--- src/rtl/cv32e40s_data_obi_responder.sv ---
`default_nettype none
// ============================================================================
// Module   : cv32e40s_data_obi_responder
// Brief    : OBI data-port responder in front of a 1-cycle-latency SRAM, with
//            in-order response FIFO. Optional integrity via macro
//            CV32E40S_OBI_RESPONDER_INTEGRITY_EN.
// Revision : 1.0 - initial release
// ============================================================================
module cv32e40s_data_obi_responder #(
    parameter int unsigned DEPTH     = 2,
    parameter logic [31:0] ADDR_BASE = 32'h0000_0000,
    parameter logic [31:0] ADDR_SIZE = 32'h0001_0000
) (
    input  logic        clk,
    input  logic        rst_n,
    // OBI A channel
    input  logic        req_i,
    input  logic        reqpar_i,
    output logic        gnt_o,
    output logic        gntpar_o,
    input  logic [31:0] addr_i,
    input  logic        we_i,
    input  logic [3:0]  be_i,
    input  logic [31:0] wdata_i,
    input  logic [2:0]  prot_i,
    input  logic [1:0]  memtype_i,
    input  logic        dbg_i,
    input  logic [12:0] achk_i,
    // OBI R channel
    output logic        rvalid_o,
    output logic        rvalidpar_o,
    output logic [31:0] rdata_o,
    output logic        err_o,
    output logic        exokay_o,
    output logic [4:0]  rchk_o,
    // SRAM backend
    output logic        mem_req_o,
    output logic        mem_we_o,
    output logic [3:0]  mem_be_o,
    output logic [31:0] mem_addr_o,
    output logic [31:0] mem_wdata_o,
    input  logic [31:0] mem_rdata_i,
    // control / alerts
    input  logic        resp_stall_i,
    output logic        integrity_err_o,
    output logic        protocol_err_o
);

    localparam int unsigned PW = (DEPTH > 1) ? $clog2(DEPTH) : 1;
    localparam int unsigned CW = $clog2(DEPTH + 1);
    localparam int unsigned NS = 1 << PW;

    logic [CW-1:0] oc;
    logic          gnt;
    logic          accept;
    logic          in_range;
    logic          achk_bad;
    logic          good;
    logic [32:0]   addr_ext;
    logic [32:0]   win_lo;
    logic [32:0]   win_hi;

    // Window end in 33 bits so a window touching 2^32 does not wrap to zero.
    assign addr_ext = {1'b0, addr_i};
    assign win_lo   = {1'b0, ADDR_BASE};
    assign win_hi   = win_lo + {1'b0, ADDR_SIZE};
    assign in_range = (addr_ext >= win_lo) && (addr_ext < win_hi);

`ifdef CV32E40S_OBI_RESPONDER_INTEGRITY_EN
    logic [12:0] achk_exp;
    assign achk_exp = {^wdata_i[31:24], ^wdata_i[23:16], ^wdata_i[15:8], ^wdata_i[7:0],
                       ~dbg_i, 1'b0, 1'b0, ~^{be_i, we_i}, ~^{prot_i, memtype_i},
                       ^addr_i[31:24], ^addr_i[23:16], ^addr_i[15:8], ^addr_i[7:0]};
    assign achk_bad = (achk_i != achk_exp);
`else
    logic unused_integrity;
    assign unused_integrity = ^{achk_i, dbg_i, prot_i, memtype_i};
    assign achk_bad = 1'b0;
`endif

    assign gnt    = (oc < CW'(DEPTH));
    assign accept = req_i & gnt;
    assign good   = in_range & ~achk_bad;

    assign gnt_o       = gnt;
    assign gntpar_o    = ~gnt;
    assign mem_req_o   = rst_n & accept & good;
    assign mem_we_o    = we_i;
    assign mem_be_o    = be_i;
    assign mem_addr_o  = addr_i - ADDR_BASE;
    assign mem_wdata_o = wdata_i;

    assign integrity_err_o = rst_n & accept & achk_bad;
    assign protocol_err_o  = rst_n & (req_i == reqpar_i);

    // Pending stage: the transfer accepted last cycle whose SRAM data is on
    // mem_rdata_i now.
    logic pend_valid;
    logic pend_read;
    logic pend_err;

    always_ff @(posedge clk or negedge rst_n) begin
        if (!rst_n) begin
            pend_valid <= 1'b0;
            pend_read  <= 1'b0;
            pend_err   <= 1'b0;
        end else begin
            pend_valid <= accept;
            pend_read  <= accept & good & ~we_i;
            pend_err   <= accept & ~good;
        end
    end

    logic [32:0]   resp_new;
    logic [32:0]   fifo_mem [NS];
    logic [PW-1:0] rd_ptr;
    logic [PW-1:0] wr_ptr;
    logic [CW-1:0] cnt;
    logic          fifo_empty;
    logic          avail;
    logic          rvalid;
    logic          push;
    logic          pop;
    logic [32:0]   head;

    assign resp_new   = {pend_err, (pend_read ? mem_rdata_i : 32'h0)};
    assign fifo_empty = (cnt == '0);
    assign avail      = ~fifo_empty | pend_valid;
    assign rvalid     = avail & ~resp_stall_i;
    assign head       = fifo_empty ? resp_new : fifo_mem[rd_ptr];
    // A fresh response bypasses the FIFO only when nothing older is queued.
    assign pop        = rvalid & ~fifo_empty;
    assign push       = pend_valid & ~(rvalid & fifo_empty);

    always_ff @(posedge clk) begin
        if (push) begin
            fifo_mem[wr_ptr] <= resp_new;
        end
    end

    always_ff @(posedge clk or negedge rst_n) begin
        if (!rst_n) begin
            rd_ptr <= '0;
            wr_ptr <= '0;
            cnt    <= '0;
            oc     <= '0;
        end else begin
            if (push) begin
                wr_ptr <= (wr_ptr == PW'(DEPTH - 1)) ? '0 : wr_ptr + 1'b1;
            end
            if (pop) begin
                rd_ptr <= (rd_ptr == PW'(DEPTH - 1)) ? '0 : rd_ptr + 1'b1;
            end
            case ({push, pop})
                2'b10:   cnt <= cnt + 1'b1;
                2'b01:   cnt <= cnt - 1'b1;
                default: cnt <= cnt;
            endcase
            case ({accept, rvalid})
                2'b10:   oc <= oc + 1'b1;
                2'b01:   oc <= oc - 1'b1;
                default: oc <= oc;
            endcase
        end
    end

    assign rvalid_o    = rvalid;
    assign rvalidpar_o = ~rvalid;
    assign rdata_o     = rvalid ? head[31:0] : 32'h0;
    assign err_o       = rvalid & head[32];
    assign exokay_o    = 1'b0;

`ifdef CV32E40S_OBI_RESPONDER_INTEGRITY_EN
    // Outputs are already zero outside rvalid, so the parities are zero too.
    assign rchk_o = {err_o ^ exokay_o, ^rdata_o[31:24], ^rdata_o[23:16],
                     ^rdata_o[15:8], ^rdata_o[7:0]};
`else
    assign rchk_o = 5'b00000;
`endif

endmodule
`default_nettype wire

--- config.mk ---
export PLATFORM = sky130hd
export DESIGN_NAME = cv32e40s_data_obi_responder
export DESIGN_NICKNAME = d
export VERILOG_FILES = /design/src/rtl/cv32e40s_data_obi_responder.sv
export SDC_FILE = /design/constraint.sdc
export NUM_CORES = 1
export LEC_CHECK = 0
export ABC_AREA = 1
export BUFFER_PORTS_ARGS = -buffer_cell sky130_fd_sc_hd__buf_4
export CAP_MARGIN = 40
export CORE_MARGIN = 1
export CORE_UTILIZATION = 30
export DETAILED_ROUTE_END_ITERATION = 10
export HOLD_SLACK_MARGIN = 0.15
export PLACE_DENSITY = 0.66
export SYNTH_ARGS = -nofsm -noshare
export SYNTH_HDL_FRONTEND = slang
export SYNTH_SLANG_ARGS = --single-unit
--- constraint.sdc ---
create_clock -name clk -period 7.2 [get_ports clk]
set_input_delay 0.36 -clock clk [delete_from_list [all_inputs] [get_ports clk]]
set_output_delay 0.36 -clock clk [all_outputs]
set_load 0.05 [all_outputs]
# Word-level counts from Yosys, hierarchy flattened
# Memory sizes are Yosys's and may differ from the RTL's.
# Cells that the tools add are included.
[classes] n_addsub=6 magnitude_cmp=3 n_eq_ne=5 muxes=9 bitwise_logic=20 reduce_logical=4
[ops] cell="two-way mux 32 bit" n=2
[ops] cell="two-way mux 33 bit" n=1
[ops] cell="greater-or-equal comparator 32 x 1 -> 1 bit (second input constant)" n=1
[ops] cell="< comparator 32 x 17 -> 1 bit (second input constant)" n=1
[ops] cell="AND 1 bit" n=12
[ops] cell="case mux 2 bit (2 select lines)" n=2
[ops] cell="inverter 1 bit" n=7
[ops] cell="adder 2 x 1 -> 2 bit (second input constant)" n=2
[ops] cell="equality test 2 x 1 -> 1 bit (second input constant)" n=2
[ops] cell="equality test 2 bit (second input constant)" n=2
[ops] cell="two-way mux 1 bit" n=4
[ops] cell="nonzero test 2 bit" n=2
[ops] cell="subtractor 2 x 1 -> 2 bit (second input constant)" n=2
[ops] cell="adder 1 bit (second input constant)" n=2
[ops] cell="logical NOT 2 bit" n=1
[ops] cell="< comparator 2 bit (second input constant)" n=1
[ops] cell="equality test 1 bit" n=1
[ops] cell="logical AND 1 bit" n=1
[ops] cell="OR 1 bit" n=1
[totals] ff_bits=9 mem_bits_rw=66 in_bits=125 word_cells=55 n_memories=1
[memory_table] name="fifo_mem" words=2 width=33 read_ports=1 rd_ports_with_merged_regs=0 wr=1 line_no="115" rtl="logic [32:0] fifo_mem [NS];"

# Longest topological paths before layout
# Gate-level depths: netlist of the first run.
[depth] depth_word=9 depth_mapped=8 mapped_depth_nobuf=8

# Worst setup path after synthesis of the first run
# OpenSTA, ideal clock, no wires.
[synth_path] path_type="reg2reg" startpoint="register cnt[1]" endpoint="register oc[1]" arrival_ps=2650 required_ps=7118 setup_slack_ps=4468 path_stages_with_launch=9 path_buffers=0 period_less_slack_ps=2732 cell_sequence="dfrtp_1 nor2_4 nor2_8 nor2_1 inv_1 ha_1 or2_2 nand2_1 xor2_1"
[synth_via] elab_chain_len=6
[synth_lines] item="start, declared" line_no="118" rtl="logic [CW-1:0] cnt;"
[synth_lines] item="start signal, assigned" line_no="155" rtl="2'b10: cnt <= cnt + 1'b1;"
[synth_lines] item="start signal, assigned" line_no="156" rtl="2'b01: cnt <= cnt - 1'b1;"
[synth_lines] item="start signal, assigned" line_no="157" rtl="default: cnt <= cnt;"
[synth_lines] item="logical NOT 2 bit (*)" line_no="127" rtl="assign fifo_empty = (cnt == '0);"
[synth_lines] item="inverter 1 bit (*)" line_no="128" rtl="assign avail = ~fifo_empty | pend_valid;"
[synth_lines] item="OR 1 bit (*)" line_no="128"
[synth_lines] item="AND 1 bit (*)" line_no="129" rtl="assign rvalid = avail & ~resp_stall_i;"
[synth_lines] item="named net rvalid_o" line_no="30" rtl="output logic rvalid_o,"
[synth_lines] item="equality test 2 x 1 -> 1 bit / equality test 2 bit (equally long branches)" line_no="159" rtl="case ({accept, rvalid})"
[synth_lines] item="case mux 2 bit (2 select lines) / nonzero test 2 bit (equally long branches)"
[synth_lines] item="end signal, assigned" line_no="160" rtl="2'b10: oc <= oc + 1'b1;"
[synth_lines] item="end signal, assigned" line_no="161" rtl="2'b01: oc <= oc - 1'b1;"
[synth_lines] item="end, declared" line_no="53" rtl="logic [CW-1:0] oc;"
# The timed path passes the listed nets; every way through them passes the cells marked *.
# A chain may end at the register's enable or synchronous reset.

# Worst setup path in the final report of the first run
[layout_path] startpoint="register cnt[1]" endpoint="output port err_o"
[layout_via] elab_chain_len=5
[layout_lines] item="logical NOT 2 bit (*)" line_no="127"
[layout_lines] item="inverter 1 bit" line_no="128"
[layout_lines] item="OR 1 bit" line_no="128"
[layout_lines] item="AND 1 bit" line_no="129"
[layout_lines] item="AND 1 bit (*)" line_no="170" rtl="assign err_o = rvalid & head[32];"
[layout_lines] item="end, declared" line_no="33" rtl="output logic err_o,"
# Every way passes the cells marked *; elsewhere a longest branch is shown, timed or not.

==> run summary, run 1 <==
RSZ-0062 raised after global routing = false
Fmax = 435 MHz
Largest net degree at the start of global routing = 35
Sequential-to-total area share from yosys stat = 0.524
Filler cells = 1,364
Worst-path cell with the longest stage delay = dfrtp_1
Resized cells post-CTS = 0
Commonest non-fill, non-tap cell in the layout = buf_4
Warning count from the yosys run = 0
Final hold violations = 0
Hold_sp = we_i
Cell taking the most area after synthesis = edfxtp_1
Post-Syn Instances = 386
Cell depth of the worst flop-to-flop path = 5
Dpl cells = 589
Clock Skew = 0.00382 ns
Worst Setup EP = err_o
Worst r2r dst = fifo_mem[1][21]
CP Max Fanout = 32
CP delay by family, top = buffers and inverters
Final setup margin = 4.90 ns
Port buffer count = 109
Cells along the critical path = nor2_4 > nor2_8 > inv_4 > o21ai_0 > buf_4
Mean post-synth cell area = 10.9 sq um
Final setup viols = 0
Internal power = 1.21 mW
Nets = 552
Routed via count = 2,642
Clock latency on the worst-skew pair = 0.33 ns
Share of cells above drive strength 1 = 0.388
Synth area leaders = edfxtp_1 (47%), buf_4 (14%), o22ai_2 (8.9%)
Placed wire-length estimate = 5770 microns
FF-to-FF setup slack = 4.96 ns
Logic gate share of total power = 0.468
Clock tree buffer depth = 2
Total CTS buffers = 9
Clock slew at reported path FFs = 0.05 ns
Pre-antenna DRT Iters = 4
DRC = 0
Slew HR = 0.608
CP max stage delay = 0.42 ns
Worst path bufs/invs = 2
Worst hold stages = 2
P_leak = 2.16 nW
Final period util = 0.319
Final TNS setup = 0 ns
Worst r2r src = cnt[0]
CTS tree = done
Max rail drop VDD = 195 uV
Final non-filler cell area = 5010 sq um
Psw = 0.856 mW
Number of antenna violations at the first check in global routing = 0
Final min period = 2.30 ns
Area Growth Syn to Fin = 18.9%
CTS Sinks = 75
Mapped Area = 4210 sq um
Post-CTS setup buffers = 0
Core area = 13,500 sq um
Crit Path Category = reg2out
Congestion Overflow GR = 0
Clock power frac = 0.224
Top cell type's share of synthesized area = 0.471
Hold Crit Class = in2reg
Reg power frac = 0.308
Pwr dens = 412 nW/um^2
H-tree lvl count = 3
Area after DPL = 4690 sq um
Crit path launch = cnt[1]
Root buffer cell = clkbuf_16
Startpoint Class = flip-flop
Fin. max-slew vios = 0
Fin Hold WS = 0.189 ns
Worst slack at placement = 4.90 ns
Max Cap Viol = 0
Register bit total from synthesis = 75
Die width = 120 microns
Status = finished, final reports clean
Vias in the first global route = 2,694
Row cnt = 42
DR vias/cell = 4.36
Ant. Diodes = 0
Actual slew at the worst max-slew pin = 0.587 ns
Final Non-Filler Cells = 606
Switching Share = 0.415
Initial Util = 0.313
Wire per inst = 13.8 microns
Die height = 120 microns
Gr usage total = 0.120
GPL Wtd Cong = 0.697
Worst path depth = 5
Yosys cell types = 27
IO Count = 240
CP arrival = 1.94 ns
DIE AREA = 14,500 sq um
Commonest non-fill, non-tap cells in the layout = buf_4 (110), nand2_1 (71), edfxtp_1 (66)
Critical path endpoint category = primary output
CP required = 6.84 ns
Drt initial violations = 102
First-pass GRT wire length = 13,300 microns
WL final = 8360 microns
Count of antenna-violating nets left after detailed routing = 0
## metrics by stage
| stage | power (mW) | util |
|---|---|---|
| 6_report | 2.06 | 0.372 |
| 4_1_cts | 2.09 | 0.372 |
| 5_1_grt | 2.17 | 0.372 |
| 3_5_place_dp | 1.62 | 0.348 |
| 3_3_place_gp | 1.58 | 0.342 |
| 2_1_floorplan | 1.44 | - |
## power groups by stage
stage | Combinational (mW) | Clock (mW) | Sequential [mW]
6_report | 0.965 | 0.462 | 0.636
4_1_cts | 0.979 | 0.476 | 0.637
3_5_place_dp | 0.975 | 0 | 0.646
5_1_grt | 1.03 | 0.492 | 0.646
3_3_place_gp | 0.943 | 0 | 0.640
2_1_floorplan | 0.795 | 0 | 0.644
## Yosys cell counts
| library cell | n |
|---|---|
| xnor2_1 | 3 |
| nor2_1 | 16 |
| xor2_1 | 2 |
| nand2_2 | 1 |
| inv_1 | 39 |
| dfrtp_1 | 9 |
| or2_2 | 2 |
| inv_4 | 1 |
| edfxtp_1 | 66 |
| a21boi_0 | 30 |
| buf_4 | 76 |
| nor2_4 | 2 |
| o21ai_0 | 2 |
| nand2_1 | 71 |
| a21oi_1 | 8 |
| nand2_4 | 1 |
| o22ai_1 | 1 |
| conb_1 | 1 |
| a21boi_1 | 2 |
| o22ai_2 | 30 |
| buf_2 | 10 |
| nand3_1 | 2 |
| ha_1 | 2 |
| inv_2 | 1 |
| buf_6 | 6 |
| nor2_2 | 1 |
| nor2_8 | 1 |
## worst min-delay path by stage
stage | to | slack (ns)
final | pend_read | 0.19
after global routing | pend_read | 0.18
after CTS | pend_read | 0.18
after detailed placement | oc[1] | 0.20
after global placement | oc[1] | 0.20
after floorplan | cnt[0] | 0.06
## kinds of logic (layout without fill, tap and decap cells)
logic type,Yosys count,after routing,share of synthesized area
xor+xnor,5,5,0.0104
fa+ha+maj,2,2,0.00594
other cells,1,7,0.000890
flops,75,75,0.524
compound gates,73,73,0.160
simple gates,97,97,0.0986
buf+inv,133,171,0.201
## flip-flops by register name, summed over array words and instances (netlist names)
signal	count
fifo_mem	66
cnt	2
oc	2
pend_err	1
pend_read	1
pend_valid	1
rd_ptr	1
wr_ptr	1
## area by class of cell
class,instances,area (sq um),area share
Sequential cell,75,2210,0.441
Multi-Input combinational cell,184,1190,0.239
Timing Repair Buffer,114,918,0.183
Tap cell,176,220,0.0440
Clock inverter,6,80.1,0.0160
Inverter,41,156,0.0312
Clock buffer,10,229,0.0457
## metal layers
layer	global-route usage	wire length, microns	vias to the layer above
met3	0.0377	518	7
met1	0.142	3510	1257
met5	0	0	-
met4	0.0417	68	0
met2	0.204	4270	91
li1	-	-	1287
## what timing repair did
action | CTS | global route
endpoints found under the setup margin | 0 | 0
endpoints found under the hold margin | 9 | 0
hold buffers | 1 | 0
Power figures use the tool's default switching activity.
==> run 2, diff against run 1 <==
clock period = 2.3 ns   (was 7.2 ns; I/O delays follow)
==> run summary, run 2 (synthesis results as in run 1) <==
Critical path endpoint category = primary output
RSZ-0062 raised after global routing = false
Port buffer count = 109 (unchanged)
CP required = 2.18 ns (-4.66 ns)
Initial Util = 0.313 (unchanged)
Fin. max-slew vios = 0 (unchanged)
Worst r2r dst = cnt[1]
Status = finished, final reports clean
Actual slew at the worst max-slew pin = 0.593 ns (+0.00644 ns)
Cell depth of the worst flop-to-flop path = 7 (+2)
DIE AREA = 14,500 sq um (unchanged)
Worst hold stages = 5 (+3)
DR vias/cell = 4.42 (+1.4%)
Max rail drop VDD = 562 uV (+190%)
Hold Crit Class = in2reg
Total CTS buffers = 9 (unchanged)
CP arrival = 2.00 ns (+0.06 ns)
Pre-antenna DRT Iters = 6 (+2)
CTS Sinks = 75 (unchanged)
Routed via count = 2,866 (+8.5%)
Startpoint Class = flip-flop
Drt initial violations = 148 (+45%)
Nets = 594 (+7.6%)
Cells along the critical path = nor2_4 > nand2_4 > buf_4 > o22ai_1 > buf_4
Count of antenna-violating nets left after detailed routing = 0 (unchanged)
FF-to-FF setup slack = 0.49 ns (-4.47 ns)
Worst slack at placement = 0.465 ns (-4.43 ns)
Max FFs per register = 66 (unchanged)
Final min period = 2.11 ns
IO Count = 240 (unchanged)
Clock latency on the worst-skew pair = 0.33 ns (about the same)
Resized cells post-CTS = 0 (unchanged)
Final hold violations = 0 (unchanged)
P_leak = 2.30 nW (+6.6%)
Clock tree buffer depth = 2 (unchanged)
Filler cells = 1,327 (-2.7%)
Die height = 120 microns (unchanged)
Fmax = 473 MHz
Final setup margin = 0.188 ns (-4.71 ns)
Worst r2r src = cnt[1]
Pwr dens = 1190 nW/um^2 (+190%)
Post-CTS setup buffers = 0 (unchanged)
Max Cap Viol = 0 (unchanged)
Hold_buf cts = 37 (+36)
PnR Total Power = 6.29 mW (+210%)
WL final = 9230 microns (+10%)
Share of cells above drive strength 1 = 0.362 (-0.0261)
Commonest non-fill, non-tap cells in the layout = buf_4 (118), nand2_1 (71), edfxtp_1 (66)
Crit Path Category = reg2out
Vias in the first global route = 2,955 (+9.7%)
CP max stage delay = 0.42 ns (about the same)
Number of antenna violations at the first check in global routing = 0 (unchanged)
Row cnt = 42 (unchanged)
Root buffer cell = clkbuf_16
CP Max Fanout = 17 (-47%)
Wire per inst = 14.2 microns (+3.2%)
Clock slew at reported path FFs = 0.06 ns (about the same)
Die width = 120 microns (unchanged)
CTS tree = done
Clock Skew = 0.00514 ns (+0.00132 ns)
Final setup viols = 0 (unchanged)
Gr usage total = 0.134 (+0.0138)
Final TNS setup = 0 ns (unchanged)
Reg with most FFs = fifo_mem
Congestion Overflow GR = 0 (unchanged)
First-pass GRT wire length = 14,700 microns (+11%)
GPL Wtd Cong = 0.716 (+2.7%)
Slew HR = 0.604 (-0.00452)
DRC = 0 (unchanged)
Worst Hold End = pend_err
H-tree lvl count = 3 (unchanged)
Placed wire-length estimate = 6080 microns (+5.5%)
Final period util = 0.918
Largest registers = fifo_mem x66, cnt x2, oc x2
Area Growth Syn to Fin = 26.1%
Most common cell on crit path = buf_4
Hold_sp = addr_i[19]
Largest net degree at the start of global routing = 34 (-2.9%)
Commonest non-fill, non-tap cell in the layout = buf_4
Worst-path cell with the longest stage delay = dfrtp_1
Core area = 13,500 sq um (unchanged)
Ant. Diodes = 0 (unchanged)
## run 2: changes by cell type in the layout (fill, tap and decap cells not counted), sizes merged
| cell | delta |
|---|---|
| buf | +6 |
| bufinv | -2 |
| clkbuf | +1 |
| clkinv | +2 |
| clkinvlp | -1 |
| dlygate4sd3 | +36 |
## run 2: how the worst max path moves through the flow
stage	from	endpoint	depth (start not counted)
final	cnt[1]	rdata_o[0]	5
after global routing	cnt[1]	rdata_o[0]	5
after CTS	cnt[1]	rdata_o[0]	5
after detailed placement	cnt[0]	cnt[1]	7
after global placement	cnt[1]	cnt[1]	7
after floorplan	cnt[1]	oc[1]	8
## run 2: critical path: cells and delay by family (launching register included)
| family | cells | cell delay [ns] |
|---|---|---|
| AOI/OAI and AO/OA | 1 | 0.22 |
| buffers and inverters | 2 | 0.54 |
| DFF | 1 | 0.42 |
| and+or+nand+nor | 2 | 0.47 |
## run 2: layer usage
layer	global-route usage	share of wire
met1	0.153	0.42
met2	0.226	0.51
met3	0.0462	0.058
met5	0.00735	0
met4	0.0540	0.018
## run 2: area by class of cell
type / instances / area, sq um / share of cell area
flip-flops and latches: 75 / 2210 / 0.416
repair buffers: 156 / 1280 / 0.240
multi-input cells: 184 / 1200 / 0.225
clock buffers: 11 / 233 / 0.0438
well taps: 176 / 220 / 0.0415
inverters: 41 / 156 / 0.0295
clock inverters: 5 / 20.0 / 0.00377
## run 2: through the flow
step,utilization,cells,hold slack (ns),instance area (sq um)
after global routing,0.395,648,0.197,5310
after detailed placement,0.348,595,-0.0467,4690
after CTS,0.395,648,0.154,5310
after global placement,0.348,595,-0.0476,4690
after floorplan,-,392,-0.181,4240
final,0.395,648,0.160,5310
## run 2: power breakdown
part | internal [mW] | switching (mW)
clock | 0.713 | 0.489
combinational | 1.02 | 2.07
sequential | 1.86 | 0.133
total | 3.60 | 2.70
==> run 3, diff against run 2 <==
CORE_UTILIZATION = 45   (was 30)
PLACE_DENSITY = 0.9   (was 0.66)
SLEW_MARGIN = 20   (was default)
==> run summary, run 3 (synthesis results as in run 1) <==
Max rail drop VDD = 765 uV (+36%)
Congestion Overflow GR = 0 (unchanged)
Hold_sp = wdata_i[16]
Crit Path Category = in2out
CTS Sinks = 75 (unchanged)
First-pass GRT wire length = 14,200 microns (-3.2%)
Status = finished, final reports clean
WL final = 8770 microns (-5.0%)
H-tree lvl count = 3 (unchanged)
DR vias/cell = 4.85 (+9.7%)
Nets = 599 (+0.84%)
Count of antenna-violating nets left after detailed routing = 0 (unchanged)
DIE AREA = 9750 sq um (-33%)
Commonest non-fill, non-tap cell in the layout = buf_4
Port buffer count = 109 (unchanged)
Pre-antenna DRT Iters = 4 (-2)
Max FFs per register = 66 (unchanged)
Routed via count = 2,839 (-0.94%)
Initial Util = 0.474 (+0.161)
Clock latency on the worst-skew pair = 0.34 ns (about the same)
Met1 Use GR = 0.216 (+0.0625)
M2 GR Usage = 0.336 (+0.109)
Final setup margin = 0.166 ns (-0.0219 ns)
Placed wire-length estimate = 5850 microns (-3.9%)
Share of cells above drive strength 1 = 0.367 (+0.00459)
Fin Hold WS = 0.230 ns (+0.0696 ns)
Utilization after layout = 0.589 (+0.195)
Vias in the first global route = 2,970 (+0.51%)
CP required = 2.18 ns (about the same)
P_leak = 2.31 nW (+0.29%)
Core area = 8890 sq um (-34%)
Post-CTS setup buffers = 0 (unchanged)
Critical path endpoint category = primary output
Fmax = 469 MHz (-1.0%)
Dpl cells = 525 (-12%)
Met3 Usage GRT = 0.0447 (-0.00155)
Largest registers = fifo_mem x66, cnt x2, oc x2
Area after DPL = 4570 sq um (-2.4%)
Multi-input gate area = 1200 sq um (+0.42%)
Largest net degree at the start of global routing = 35 (+2.9%)
Fin. max-slew vios = 0 (unchanged)
Ant. Diodes = 0 (unchanged)
Actual slew at the worst max-slew pin = 0.513 ns (-0.0808 ns)
Filler cells = 695 (-48%)
Gr usage total = 0.186 (+0.0525)
Die width = 98.7 microns (-18%)
Die height = 98.7 microns (-18%)
Drt initial violations = 115 (-22%)
CTS tree = done
CP arrival = 2.02 ns (+0.02 ns)
Worst slack at placement = 0.434 ns (-0.0313 ns)
Hold Crit Class = in2out
IO Count = 240 (unchanged)
Commonest non-fill, non-tap cells in the layout = buf_4 (116), nand2_1 (71), edfxtp_1 (66)
Wire per inst = 15.0 microns (+5.2%)
Root buffer cell = clkbuf_8
Worst r2r src = pend_valid
Clock Skew = 0.0149 ns (+0.00975 ns)
Slew HR = 0.658 (+0.0539)
Final period util = 0.928 (+0.00950)
Number of antenna violations at the first check in global routing = 0 (unchanged)
Max Cap Viol = 0 (unchanged)
Final setup viols = 0 (unchanged)
DRC = 0 (unchanged)
Final non-filler cell area = 5240 sq um (-1.3%)
Startpoint Class = input port
Final Non-Filler Cells = 585 (-9.7%)
Final hold violations = 0 (unchanged)
Crit path launch = addr_i[19]
Area Growth Syn to Fin = 24.4%
PnR Total Power = 6.11 mW (-2.9%)
Reg with most FFs = fifo_mem
Total CTS buffers = 9 (unchanged)
Clock tree buffer depth = 2 (unchanged)
Final TNS setup = 0 ns (unchanged)
CP Max Fanout = 2 (-15)
Row cnt = 34 (-19%)
Pwr dens = 1170 nW/um^2 (-1.6%)
Reg area = 2210 sq um (unchanged)
GR peak layer = met2
Final min period = 2.13 ns (+0.0219 ns)
GPL Wtd Cong = 0.682 (-4.7%)
[run 3: changes by cell type in the layout (fill, tap and decap cells not counted), sizes merged]
cell and delta:
clkbuf -1, clkinv -3, inv +1, clkinvlp +1, dlygate4sd3 +7, buf -2, bufinv +2
[run 3: worst paths after layout]
check	to	slack (ns)	cells past startpoint
max	mem_req_o	0.17	9
min	mem_wdata_o[16]	0.23	0
max reg2reg	fifo_mem[1][1]	0.42	6
min reg2reg	pend_valid	0.50	1
max in group asynchronous	rd_ptr	1.19	3
min in group asynchronous	cnt[1]	0.80	3
[run 3: layout make-up]
type                            instances  share of cell area
Timing Repair Buffer                  161               0.252
Multi-Input combinational cell        184               0.229
Clock inverter                          6              0.0170
Sequential cell                        75               0.421
Clock buffer                           10              0.0244
Tap cell                              108              0.0258
Inverter                               41              0.0298
[run 3: metal layers]
metal / part of all wire / wire, microns / vias up
li1: - / - / 1374
met1: 0.42 / 3670 / 1363
met2: 0.52 / 4600 / 90
met3: 0.046 / 405 / 12
met4: 0.0099 / 87 / 0
met5: 0 / 0 / -
[run 3: power by group]
group | total (mW) | internal (mW) | switching (mW)
logic | 3.04 | 1.00 | 2.03
registers | 1.99 | 1.86 | 0.127
clock network | 1.09 | 0.614 | 0.475
total | 6.11 | 3.48 | 2.64
[run 3: critical path, stage by stage]
cell and delay, ns:
dlygate4sd3_1 0.55, buf_4 0.14, nor2_1 0.07, dlygate4sd3_1 0.55
nand2_1 0.05, nor2_1 0.12, nand3_1 0.14, nor2_2 0.12
buf_6 0.17
[run 3: what timing repair did]
| action | 4_1_cts | 5_1_grt |
|---|---|---|
| hold buffers | 44 | 0 |
| gates resized for setup | 0 | 3 |
| endpoints found under the hold margin | 77 | 0 |
| setup endpoints to repair | 0 | 1 |
